$ cat src/rtl/seg7_pair_decoder.sv
// Decodes two active-low 7-segment buses into a committed two-digit value after a stability window.
// Optional SEGDEC_BLANK_TENS_EN: an all-off tens digit decodes as 0 (leading-zero suppression).
module seg7_pair_decoder #(
    parameter int STABLE_CYCLES = 4,
    parameter int COUNT_WIDTH   = 8
) (
    input  logic                   i_Clk,
    input  logic                   i_Reset,
    input  logic [6:0]             i_Segment1_n,
    input  logic [6:0]             i_Segment2_n,
    output logic [3:0]             o_Tens,
    output logic [3:0]             o_Ones,
    output logic [6:0]             o_Value,
    output logic                   o_Valid,
    output logic                   o_Update,
    output logic                   o_Illegal,
    output logic [COUNT_WIDTH-1:0] o_Update_Count
);

    localparam int CNT_W = $clog2(STABLE_CYCLES + 1);
    localparam logic [CNT_W-1:0] CNT_MAX = CNT_W'(STABLE_CYCLES);

`ifdef SEGDEC_BLANK_TENS_EN
    localparam logic BLANK_TENS_OK = 1'b1;
`else
    localparam logic BLANK_TENS_OK = 1'b0;
`endif

    typedef enum logic [1:0] {
        IDLE,
        SETTLE,
        STABLE
    } state_t;

    state_t           state, state_nxt;
    logic [13:0]      sample_n_p0;
    logic [CNT_W-1:0] stable_cnt, stable_cnt_nxt;
    logic             changed;
    logic             eval;
    logic [4:0]       tens_dec, ones_dec;
    logic             both_legal;
    logic [6:0]       value_calc;

    // Returns {legal, digit}; seg is active-high A..G.
    function automatic logic [4:0] decode_digit(input logic [6:0] seg, input logic blank_ok);
        logic [4:0] res;
        case (seg)
            7'b1111110: res = {1'b1, 4'd0};
            7'b0110000: res = {1'b1, 4'd1};
            7'b1101101: res = {1'b1, 4'd2};
            7'b1111001: res = {1'b1, 4'd3};
            7'b0110011: res = {1'b1, 4'd4};
            7'b1011011: res = {1'b1, 4'd5};
            7'b1011111: res = {1'b1, 4'd6};
            7'b1110000: res = {1'b1, 4'd7};
            7'b1111111: res = {1'b1, 4'd8};
            7'b1111011: res = {1'b1, 4'd9};
            7'b0000000: res = {blank_ok, 4'd0};
            default:    res = {1'b0, 4'd0};
        endcase
        return res;
    endfunction

    function automatic logic [6:0] calc_value(input logic [3:0] tens, input logic [3:0] ones);
        logic [6:0] t7;
        t7 = {3'b000, tens};
        return (t7 << 3) + (t7 << 1) + {3'b000, ones};
    endfunction

    assign changed    = ({i_Segment1_n, i_Segment2_n} != sample_n_p0);
    assign tens_dec   = decode_digit(~sample_n_p0[13:7], BLANK_TENS_OK);
    assign ones_dec   = decode_digit(~sample_n_p0[6:0], 1'b0);
    assign both_legal = tens_dec[4] & ones_dec[4];
    assign value_calc = calc_value(tens_dec[3:0], ones_dec[3:0]);

    always_comb begin
        stable_cnt_nxt = stable_cnt;
        if (changed) begin
            stable_cnt_nxt = CNT_W'(1);
        end else if (stable_cnt != CNT_MAX) begin
            stable_cnt_nxt = stable_cnt + CNT_W'(1);
        end
    end

    always_comb begin
        state_nxt = state;
        eval      = 1'b0;
        case (state)
            IDLE:   state_nxt = SETTLE;
            SETTLE: begin
                if (stable_cnt == CNT_MAX) begin
                    eval      = 1'b1;
                    state_nxt = STABLE;
                end
            end
            STABLE: begin
                // A restarted count means the sample moved since the last evaluation.
                if (stable_cnt != CNT_MAX) begin
                    state_nxt = SETTLE;
                end
            end
            default: state_nxt = IDLE;
        endcase
    end

    // Stage p0: raw sample capture, stability tracking and FSM state.
    always_ff @(posedge i_Clk) begin
        if (i_Reset) begin
            state       <= IDLE;
            sample_n_p0 <= '1;
            stable_cnt  <= '0;
        end else begin
            state       <= state_nxt;
            sample_n_p0 <= {i_Segment1_n, i_Segment2_n};
            stable_cnt  <= stable_cnt_nxt;
        end
    end

    // Stage p1: commit of evaluated value and event pulses.
    always_ff @(posedge i_Clk) begin
        if (i_Reset) begin
            o_Tens         <= '0;
            o_Ones         <= '0;
            o_Value        <= '0;
            o_Valid        <= 1'b0;
            o_Update       <= 1'b0;
            o_Illegal      <= 1'b0;
            o_Update_Count <= '0;
        end else begin
            o_Update  <= 1'b0;
            o_Illegal <= 1'b0;
            if (eval) begin
                if (!both_legal) begin
                    o_Illegal <= 1'b1;
                end else if (!o_Valid || (value_calc != o_Value)) begin
                    o_Tens   <= tens_dec[3:0];
                    o_Ones   <= ones_dec[3:0];
                    o_Value  <= value_calc;
                    o_Valid  <= 1'b1;
                    o_Update <= 1'b1;
                    if (o_Update_Count != {COUNT_WIDTH{1'b1}}) begin
                        o_Update_Count <= o_Update_Count + COUNT_WIDTH'(1);
                    end
                end
            end
        end
    end

endmodule

$ cat config.mk
export PLATFORM = sky130hd
export DESIGN_NAME = seg7_pair_decoder
export DESIGN_NICKNAME = d
export VERILOG_FILES = /design/src/rtl/seg7_pair_decoder.sv
export SDC_FILE = /design/constraint.sdc
export NUM_CORES = 1
export LEC_CHECK = 0
export ABC_AREA = 1
export CAP_MARGIN = 15
export CORE_MARGIN = 4
export CORE_UTILIZATION = 40
export DETAILED_ROUTE_END_ITERATION = 10
export HOLD_SLACK_MARGIN = 0.12
export MAX_ROUTING_LAYER = met4
export SLEW_MARGIN = 5
export SYNTH_ARGS = -nofsm -noshare
export SYNTH_HDL_FRONTEND = slang
export SYNTH_SLANG_ARGS = --single-unit
$ cat constraint.sdc
create_clock -name i_Clk -period 3.45 [get_ports i_Clk]
set_clock_uncertainty 0.15 [all_clocks]
set_input_delay 0.5175 -clock i_Clk [delete_from_list [all_inputs] [get_ports i_Clk]]
set_output_delay 0.5175 -clock i_Clk [all_outputs]
set_load 0.01 [all_outputs]
# --- Word-level counts from Yosys, hierarchy flattened ---
# Index checks and enable logic that the tools add are counted.
totals:
  inputBits: 16
  register_bits: 45
  latch_bits: 0
  wordCells: 70
  ramBits: 0
  n_memories: 0
  rom_bits: 0
classes:
  n_addsub: 4
  n_reduce_logical: 10
  bitwise_logic: 5
  mux: 11
  magnitude_cmp: 0
  multipliers: 0
  n_div: 0
  n_eq_ne: 29
  shift: 0
ops:
  columns: ["cell", "n"]
  rows:
  - ["== test 7 bit, second input constant", 16]
  - ["case mux 5 bit (10 select lines)", 2]
  - ["== test 7 x 6 -> 1 bit, second input constant", 4]
  - ["inequality test 14 bit", 1]
  - ["inverter 7 bit", 2]
  - ["adder 8 x 1 -> 8 bit, second input constant", 1]
  - ["inequality test 8 bit, second input constant", 1]
  - ["adder 7 x 4 -> 7 bit", 1]
  - ["adder 7 x 5 -> 7 bit", 1]
  - ["inequality test 7 bit", 1]
  - ["2-to-1 mux 1 bit", 6]
  - ["case mux 2 bit (3 select lines)", 1]
  - ["2-to-1 mux 2 bit", 2]
  - ["inequality test 2 bit, second input constant", 2]
  - ["AND reduction 4 bit", 1]
  - ["OR reduction 2 bit", 2]
  - ["adder 3 x 1 -> 3 bit, second input constant", 1]
  - ["== test 3 bit, second input constant", 1]
  - ["inequality test 3 bit, second input constant", 1]
  - ["AND reduction 3 bit", 1]
  - ["OR reduction 3 bit", 1]
  - ["== test 2 x 1 -> 1 bit, second input constant", 1]
  - ["== test 2 bit, second input constant", 1]
  - ["logical NOT 2 bit", 1]
  - ["6 further kinds", 7]

# --- Logic depth before layout (Yosys ltp) ---
logic_depth:
  word_depth: 8
  mapped_depth: 24
  ltp_nobuf: 24

# --- Least setup slack after synthesis ---
# OpenSTA, ideal clock, no wires.
synth_path:
  path_type: "reg2reg"
  from: "register sample_n_p0[9]"
  to: "register o_Ones[0]"
  t_required_ns: 3.187
  n_path_buf: 1
  arrival_time_ns: 3.098
  path_stages_with_launch: 19
  setup_time_ns: 0.113
  path_slack_ns: 0.089
  path_cell_list: "dfxtp_1 -> nand2_1 -> nor2_1 -> nand2_1 -> o21a_1 -> and3_1 -> fa_1 -> fa_1 -> xor2_1 -> nand2_1 -> nor2_1 -> nand2_1 -> nor2_1 -> nand3_4 -> nand2_4 -> inv_6 -> buf_8 -> nor2_1 -> nor2_1"
synth_between:
  elab_chain_len: 8
synth_rtl:
  columns: ["element", "line", "source"]
  rows:
  - ["start, declared", "36", "logic [13:0] sample_n_p0;"]
  - ["start signal, assigned", "114", "sample_n_p0 <= {i_Segment1_n, i_Segment2_n};"]
  - ["inverter 7 bit *", "71", "assign tens_dec = decode_digit(~sample_n_p0[13:7], BLANK_TENS_OK);"]
  - ["== test 7 bit or == test 7 x 6 -> 1 bit (tied branches)", "47", "case (seg)"]
  - ["case mux 5 bit (10 select lines) *", "47", null]
  - ["adder 7 x 5 -> 7 bit", "67", "return (t7 << 3) + (t7 << 1) + {3'b000, ones};"]
  - ["adder 7 x 4 -> 7 bit", "67", null]
  - ["inequality test 7 bit", "135", "end else if (!o_Valid || (value_calc != o_Value)) begin"]
  - ["logical OR 1 bit", "135", null]
  - ["AND reduction 3 bit (no source line) *", null, null]
  - ["end signal, assigned", "137", "o_Ones <= ones_dec[3:0];"]
  - ["end, declared", "12", "output logic [3:0] o_Ones,"]
# Mark *: on every way between the ends. The rest lies on a longest branch, timed or not.
# A chain may end at the register's enable or synchronous reset.

# --- Worst setup path in the final report ---
layout_path:
  from: "register sample_n_p0[13]"
  to: "register o_Value[6]"
layout_between:
  elab_chain_len: 8
layout_rtl:
  columns: ["element", "line", "source"]
  rows:
  - ["inverter 7 bit *", "71", null]
  - ["== test 7 bit or == test 7 x 6 -> 1 bit (tied branches)", "47", null]
  - ["case mux 5 bit (10 select lines) *", "47", null]
  - ["adder 7 x 5 -> 7 bit", "67", null]
  - ["adder 7 x 4 -> 7 bit", "67", null]
  - ["inequality test 7 bit", "135", null]
  - ["logical OR 1 bit", "135", null]
  - ["AND reduction 3 bit (no source line)", null, null]
  - ["end signal, assigned", "138", "o_Value <= value_calc;"]
  - ["end, declared", "13", "output logic [6:0] o_Value,"]
# Marked as above.

==> impl_metrics.csv <==
group,metric,value,unit
clock_tree,hold_buf_count_cts,0,
routing,vias,2535,
yosys,synth_top_cells_by_area,"dfxtp_1 33%, nand2_1 15%, nor2_1 8.0%",
clock_tree,cts-htree-levels,2,
pwr,leakage,1.62,nW
place,placedCellCount,516,
clock_tree,cts_root_buffer,"clkbuf_8",
clock_tree,clock_sinks,44,
timing,timing.slew.headroom,76.5,%
timing,final-max-slew-violation-count,0,
finish,post_route_cells_drive_above_1_share,18.7,%
worst_setup_path,timing.critical_path.arrival,3.42,ns
clock_tree,clk_pin_slew_worst_paths,0.08,ns
timing,final_hold_viol_count,0,
routing,initialDrtViolationCount,83,
floorplan,start_util,41.3,%
timing,report.final.setup_viol,0,
finish,finish.net_count,481,
worst_setup_path,worstRegToRegCells,17,
place,dp_hpwl,4530,um
clock_tree,clock_tree.buffer_depth,2,
pwr,vdd_ir_drop_max,0.000155,V
timing,period_minus_slack,3.34,ns
worst_setup_path,timing.reg2reg.setup_slack,0.11,ns
grt,globalRoute.totalOverflow,0,
routing,drt_first_pass_iters,4,
clock_tree,clock_latency,0.29,ns
worst_setup_path,crit_fanout,6,
clock_tree,tritoncts.num_buffers,5,
finish,finish.instance_area,0.00345,mm^2
timing,final.period_utilization,96.8,%
finish,layout.cells.non_filler,531,
yosys,syn_nets,417,
timing,pin_slew_with_the_least_headroom_to_its_limit,0.349,ns
floorplan,count_of_standard_cell_rows,29,
grt,first_pass_grt_wire_length,9680,um
yosys,avgSynthCellArea,6.78,um^2
status,status,"completed",
routing,drt_wl_total,6040,um
routing,detail_route.drc_violations,0,
place,detailed_place.area,0.00321,mm^2
grt,global_route.usage.total,15.8,%
finish,finish.utilization,54.1,%
yosys,post-synth-top-area-cell,"dfxtp_1",
finish,synthToLayoutAreaGrowth,31.0,%
floorplan,die_width,89.2,um
grt,antenna_found_initial,0,
worst_setup_path,cp-end-kind,"register",
place,io_buffer_count,41,
floorplan,coreArea,0.00639,mm^2
routing,routed_via_density,4.77,
timing,final.setup.worst_slack,0.112,ns
hold_path,worstHoldPathType,"register to register",
pwr,p_per_cell_area,278,mW/mm^2
worst_setup_path,start_kind,"register",
yosys,syn_area,0.00264,mm^2
hold_path,hold_path_cell_cnt,2,
place,finalWeightedCongestion,0.866,
floorplan,ios,42,
place,preCtsSetupSlack,-0.122,ns
yosys,number_of_register_bits_inferred_by_synthesis,44,
yosys,synth_top_area_share,33.4,%
worst_setup_path,timing_worst_setup_path_type,"register to register",
finish,antenna_cells,0,
timing,rsz0062_at_grt,"yes",
timing,timing.fmax,300,MHz
yosys,synth_instances,389,
yosys,synth_cell_type_count,35,
floorplan,die_y,89.2,um
pwr,post-layout-total-power,0.000960,W
yosys,synth_seq_area_share,33.4,%
grt,grt_pass1_vias,2214,
floorplan,dieArea,0.00796,mm^2
routing,routedWlPerCell,11.4,um
routing,drtAntennaViolNets,0,
worst_setup_path,worst_path_required,3.53,ns
clock_tree,tritoncts,"built",
run,drv_cap,0,
grt,grt_start_max_net_pins,20,
yosys,synthesis.yosys.warnings,0,
==> layout by cell type (no fill, tap or decap), types with 8 or more instances in the layout <==
cell	n
nand2_2	8
clkdlybuf4s50_1	41
nand4_1	14
nand2_1	104
inv_1	45
dfxtp_1	31
o21ai_1	8
nand3_1	26
xnor2_1	8
ha_1	9
nor2_2	8
nor2_1	51
a21oi_1	13
dfxtp_2	11
buf_4	20
==> worst max-delay path, stage by stage, from the launching register on <==
cell	delay, ns
dfxtp_4	0.39
inv_4	0.04
nor3_4	0.18
nand2_1	0.09
o21a_1	0.12
and3_4	0.19
fa_1	0.48
fa_2	0.57
xor2_1	0.14
nand2_1	0.07
nor2_1	0.08
nand2_1	0.07
nor2_2	0.13
nand3_4	0.16
buf_4	0.19
nand2_4	0.06
o21ai_0	0.07
nor2_1	0.10
==> timing repair <==
item                                    in CTS  in global routing
resized for setup                           12                 26
endpoints found under the setup margin      22                 23
buffers inserted                             0                  6
cloned                                       0                  1
pin swaps                                    1                 14
==> path summary, 6_finish.rpt <==
check | start | end
hold reg to reg | o_Ones[2] | o_Ones[2]
setup / recovery | sample_n_p0[13] | o_Value[6]
setup reg to reg | sample_n_p0[13] | o_Value[6]
hold / removal | o_Ones[2] | o_Ones[2]
==> metal layers <==
| layer | vias to the layer above | GRT usage (%) | part of all wire (%) |
|---|---|---|---|
| met4 | 0 | 4.06 | 1.2 |
| met5 | - | - | 0 |
| met2 | 48 | 25.7 | 48 |
| met3 | 6 | 3.04 | 3.7 |
| li1 | 1349 | - | - |
| met1 | 1132 | 20.1 | 47 |
==> synth_stat cells <==
| cell type | instances |
|---|---|
| clkbuf_1 | 3 |
| nand2_1 | 105 |
| o21ai_0 | 3 |
| nor2_8 | 1 |
| buf_6 | 1 |
| nand2_4 | 2 |
| dfxtp_1 | 44 |
| buf_4 | 1 |
| clkinv_1 | 1 |
| inv_1 | 48 |
| nor3_2 | 1 |
| nand3b_1 | 2 |
| inv_6 | 1 |
| xnor2_1 | 8 |
| inv_2 | 2 |
| nor2_2 | 3 |
| a21oi_2 | 2 |
| nand3_2 | 1 |
| buf_8 | 1 |
| nor2_4 | 1 |
| or2_2 | 6 |
| nand4_1 | 14 |
| o21a_1 | 2 |
| nor3b_1 | 1 |
| o21ai_1 | 7 |
| nand2_2 | 7 |
| a21oi_1 | 14 |
| and3_1 | 1 |
| nand3_1 | 26 |
| nand3_4 | 1 |
| ha_1 | 10 |
| nor3_1 | 4 |
| nor2_1 | 56 |
| xor2_1 | 7 |
| fa_1 | 2 |
==> layout make-up <==
cell class	count	area, um^2
Fill cell	591	2930
Multi-Input combinational cell	288	1590
Sequential cell	44	902
Timing Repair Buffer	62	572
Inverter	52	205
Tap cell	77	96.3
Clock buffer	8	90.1
==> flip-flops by register name, summed over array words and instances, names as in the netlist <==
signal	count
o_Illegal	1
o_Ones	4
o_Tens	4
o_Update	1
o_Update_Count	8
o_Valid	1
o_Value	6
sample_n_p0	14
stable_cnt	3
state	2
==> per-stage QoR <==
| step | setup TNS [ns] | hold WS, ns |
|---|---|---|
| floorplan | 0 | 0.309 |
| global placement | -0.605 | 0.315 |
| detailed placement | -1.83 | 0.326 |
| CTS | 0 | 0.346 |
| global route | -0.397 | 0.352 |
| finish | 0 | 0.339 |
==> cells by family after synthesis <==
| kind of cell | Yosys count | share of synthesized area (%) |
|---|---|---|
| AND/OR/NAND/NOR | 232 | 40.3 |
| flip-flops | 44 | 33.4 |
| AO/OA/AOI/OAI | 28 | 5.79 |
| adder cells (fa/ha/maj) | 12 | 6.26 |
| XOR/XNOR | 15 | 4.98 |
| buffers and inverters | 58 | 9.30 |
==> power breakdown <==
part	internal (W)	switching, W
Sequential	0.000519	0.0000150
Clock	0.000164	0.000169
Combinational	0.0000457	0.0000480
Total	0.000728	0.000232
Note: power is estimated with default switching activity, not from simulation.
